`src/rtl/buff_reader.sv`:
```
// buff_reader: pops a push/pop buffer by mirrored occupancy and streams the data through a 2-entry queue
module buff_reader #(
  parameter int NUMELEM = 4,
  parameter int BITDATA = 4,
  localparam int BITELEM = $clog2(NUMELEM)
) (
  input  logic               clk,
  input  logic               rst,
  input  logic               buf_ready,
  input  logic               buf_push,
  output logic               buf_pop,
  input  logic [BITDATA-1:0] buf_dout,
  output logic               out_valid,
  output logic [BITDATA-1:0] out_data,
  input  logic               out_ready,
  input  logic               flush,
  output logic               flush_done,
  output logic [BITELEM:0]   occ,
  output logic               err_ovf
);
  typedef enum logic [1:0] {WAIT_RDY, RUN, FLUSH} state_t;
  state_t state, state_nx;
  logic [BITELEM:0] occ_nx;
  logic [BITDATA-1:0] q0, q1;
  logic [1:0] ocnt;
  logic hs, ovf, q_wr, flush_go;
  assign out_valid = ocnt != 2'd0;
  assign out_data = q0;
  assign hs = out_valid & out_ready;
  always_comb begin
    buf_pop = buf_ready && occ != '0 && (state == RUN ? ocnt < 2'd2 : state == FLUSH);
    ovf = buf_push && occ == (BITELEM+1)'(NUMELEM) && !buf_pop;
    occ_nx = ovf ? occ : occ + (BITELEM+1)'(buf_push) - (BITELEM+1)'(buf_pop);
    flush_done = state == FLUSH && buf_ready && occ_nx == '0;
    flush_go = state == RUN && buf_ready && flush;
    q_wr = buf_pop && state == RUN && !flush;
    state_nx = !buf_ready ? WAIT_RDY :
               state == WAIT_RDY ? RUN :
               flush_go ? FLUSH :
               flush_done ? RUN : state;
  end
  always_ff @(posedge clk) begin
    if (rst) begin
      state <= WAIT_RDY;
      occ <= '0;
      ocnt <= 2'd0;
      q0 <= '0;
      q1 <= '0;
      err_ovf <= 1'b0;
    end else begin
      state <= state_nx;
      occ <= occ_nx;
      err_ovf <= err_ovf | ovf;
      ocnt <= flush_go ? 2'd0 : ocnt + 2'(q_wr) - 2'(hs);
      if (hs) q0 <= q1;
      // a write lands in the slot that is the head after this cycle's removal
      if (q_wr && ocnt == 2'(hs)) q0 <= buf_dout;
      else if (q_wr) q1 <= buf_dout;
    end
  end
endmodule

```
`config.mk`:
```
export PLATFORM = sky130hd
export DESIGN_NAME = buff_reader
export DESIGN_NICKNAME = d
export VERILOG_FILES = /design/src/rtl/buff_reader.sv
export SDC_FILE = /design/constraint.sdc
export NUM_CORES = 1
export LEC_CHECK = 0
export BUFFER_PORTS_ARGS = -buffer_cell sky130_fd_sc_hd__buf_2
export CAP_MARGIN = 30
export CORE_MARGIN = 1
export CORE_UTILIZATION = 35
export CTS_CLUSTER_DIAMETER = 60
export DETAILED_ROUTE_END_ITERATION = 8
export PLACE_DENSITY = 0.65
export SYNTH_ARGS = -nofsm -noshare
export SYNTH_HDL_FRONTEND = slang
export SYNTH_SLANG_ARGS = --single-unit
```
`constraint.sdc`:
```
create_clock -name clk -period 3.4 [get_ports clk]
set_clock_uncertainty 0.05 [all_clocks]
set_input_delay 0.17 -clock clk [delete_from_list [all_inputs] [get_ports clk]]
set_output_delay 0.17 -clock clk [all_outputs]
set_load 0.01 [all_outputs]
```
==> results.py <==
metrics = {
    "cells_and_area": {
        "area_growth_pct": 17.8,
        "layout_common_cells": "buf_2 (20), dfxtp_1 (16), mux2i_1 (8)",
        "regArea_um2": 320,
        "drive_above_1_share": 0.364,
        "num-fill-cells": 233,
        "fin_cells": 135,
        "antennaDiodeCount": 0,
        "multi_input_area_um2": 527,
        "layout.nets": 122,
        "layout_commonest_cell": "buf_2",
    },
    "logic_synthesis": {
        "yosys_warnings": 0,
        "synth_area_leader_cell": "dfxtp_1",
        "synth_fp_nets": 99,
        "avgSynthCellArea_um2": 10.4,
        "synth_area_um2": 881,
        "ys_seq_elements": 16,
        "netlist.area_leader.share": 0.364,
        "synthTopCellsByArea": "dfxtp_1 (36%), mux2i_1 (9.1%), a211oi_2 (7.1%)",
        "seq_area_frac_synth": 0.364,
        "yosysUniqueCellTypes": 32,
        "synthCells": 85,
    },
    "setup_path": {
        "crit_path_end_kind": "output pin",
        "slowest_delay_ns": 0.38,
        "crit_type": "flop to output pin",
        "path_max_fanout": 7,
        "worstPathArrival_ns": 2.73,
        "required_ns": 3.18,
        "worst_path_most_repeated_cell": "xnor2_1",
        "cp-start-kind": "flop",
        "critPathSlowestCell": "dfxtp_1",
        "path_delay_family": "compound AO/OA/AOI/OAI gates",
        "crit_chain": "o31a_1, o21ai_4, xnor2_1, ha_1, inv_1, fa_1, xnor2_1, xnor2_1, a211oi_2, and2_1, buf_2",
        "path_buf_inv": 2,
    },
    "global_route": {
        "grt_pass1_vias": 583,
        "overflow": 0,
        "grt_max_degree": 15,
        "grt_use_total": 0.131,
        "grt_pass1_wl_um": 2590,
        "antenna_found_initial": 0,
    },
    "cts": {
        "cts.path.max_buffers": 2,
        "hold_buffers": 0,
        "cts_buffers": 3,
        "htreeDepth": 1,
        "cts.reportedPaths.clkPinSlew_ns": 0.10,
        "clock_sinks": 16,
        "worstSkewPairLatency_ns": 0.28,
        "cts_setup_buffers": 0,
        "ctsRootBufferMaster": "clkbuf_4",
        "cts_tree": "done",
        "ctsResizeCount": 0,
    },
    "timing": {
        "fmaxAchievable_mhz": 339,
        "hold_violations": 0,
        "final_max_slew_viol_count": 0,
        "fin_tns_setup_ns": 0,
        "final.period_utilization": 0.867,
        "relSlewSlack": 0.636,
        "rsz0062_at_grt": "false",
        "setup_viol": 0,
        "max_slew.worst_pin.slew_ns": 0.544,
        "period_minus_slack_ns": 2.95,
    },
    "route": {
        "avgViaCountPerCell": 4.86,
        "drt_iter0_markers": 4,
        "dr.pass1.iters": 3,
        "wirelength_um": 1580,
        "ant_nets": 0,
        "drt-wirelength-per-cell_um": 11.7,
        "vias": 656,
        "drc_errors": 0,
    },
    "place": {
        "dpl.cell_count": 131,
        "io_buffers": 20,
        "gp_congestion": 0.695,
        "hpwl_um": 1200,
    },
    "status": {
        "status": "completed",
    },
    "floorplan": {
        "die_width_um": 52.2,
        "initial_core_util": 0.383,
        "rows": 17,
        "dieArea_mm2": 0.00272,
        "io_pins": 21,
        "core_area_mm2": 0.00230,
        "die_h_um": 52.2,
    },
    "power_and_ir_drop": {
        "internal_power_mw": 0.388,
        "seqPwrFrac": 0.412,
        "cellPowerDensity_mw_per_mm2": 574,
        "p_comb_frac": 0.381,
        "ir_drop_mv": 0.295,
        "power.leakage_nw": 0.502,
        "clockPowerShare": 0.208,
        "p_sw_mw": 0.207,
        "p_sw_frac": 0.348,
    },
    "run": {
        "cap_violations": 0,
    },
    "hold_path": {
        "min-delay-path-class": "input port to flop",
    },
}
-- path summary, 6_finish.rpt --
kind	startpoint	endpoint	slack (ns)	depth (start not counted)
setup / recovery	occ[1]	flush_done	0.45	11
hold / removal	buf_dout[1]	q1[1]	0.09	3
setup reg to reg	occ[1]	state[0]	0.80	10
hold reg to reg	q1[0]	q1[0]	0.46	2
-- cells by family (layout without fill, tap and decap cells) --
group / count (synthesis) / in the layout / share of synthesized area
and+or+nand+nor: 30 / 30 / 0.224
muxes: 8 / 8 / 0.0909
DFF: 16 / 16 / 0.364
adders and majority gates: 4 / 4 / 0.0653
xor gates and xnor gates: 5 / 5 / 0.0497
buffers and inverters: 7 / 29 / 0.0383
AOI/OAI and AO/OA: 15 / 15 / 0.168
-- cells in the mapped netlist (all sizes together) --
cell type,number
buf,1
o211ai,1
a211oi,5
nor2b,1
and2,4
mux2i,8
fa,1
and2b,1
clkbuf,1
dfxtp,16
nor3,2
nand3b,1
o311a,1
a21oi,3
nor2,11
nand4bb,1
nor4b,1
nand2,3
o21ai,2
a41oi,1
o31a,2
inv,5
or2,1
nor3b,2
xnor2,5
ha,3
nand2b,2
-- final cells by class --
type	instances	share of cell area
timing repair buffer	20	0.0965
clock buffer	4	0.0350
tap	28	0.0338
inverter	5	0.0181
multi-input combinational	62	0.508
sequential	16	0.309
-- registers in the layout (all words and copies together), names as in the netlist --
signal / cells
occ: 3
ocnt: 2
q1: 4
state: 2
err_ovf: 1
out_data: 4
-- worst reg2reg max path, cell delays in order (launching register included) --
cell	delay, ns
dfxtp_1	0.38
o31a_1	0.38
o21ai_4	0.14
xnor2_1	0.15
ha_1	0.16
inv_1	0.05
fa_1	0.37
xnor2_1	0.14
xnor2_1	0.28
a211oi_2	0.09
o311a_1	0.31
-- power by group through the flow --
stage                     registers [mW]  logic [mW]  clock network (mW)
after floorplan                    0.252       0.165                   0
after global placement             0.250       0.225                   0
after detailed placement           0.250       0.226                   0
after CTS                          0.246       0.228               0.130
after global routing               0.250       0.248               0.141
final                              0.245       0.226               0.124
-- layer usage --
layer	track usage	wire, um	vias up
met5	0	0	-
met4	0.0658	27	0
li1	-	-	339
met3	0.0292	50	2
met2	0.194	699	9
met1	0.176	798	306
-- stage by stage --
stage	util	hold slack (ns)	total power [mW]	worst slack (ns)	cell area, um2
5_1_grt	0.452	0.0836	0.639	0.253	1040
6_report	0.452	0.0933	0.595	0.452	1040
4_1_cts	0.452	0.0864	0.604	0.443	1040
3_5_place_dp	0.436	0.388	0.476	0.769	1000
2_1_floorplan	-	0.185	0.417	0.926	881
3_3_place_gp	0.436	0.381	0.474	0.763	1000
Note: power is estimated with default switching activity, not from simulation.
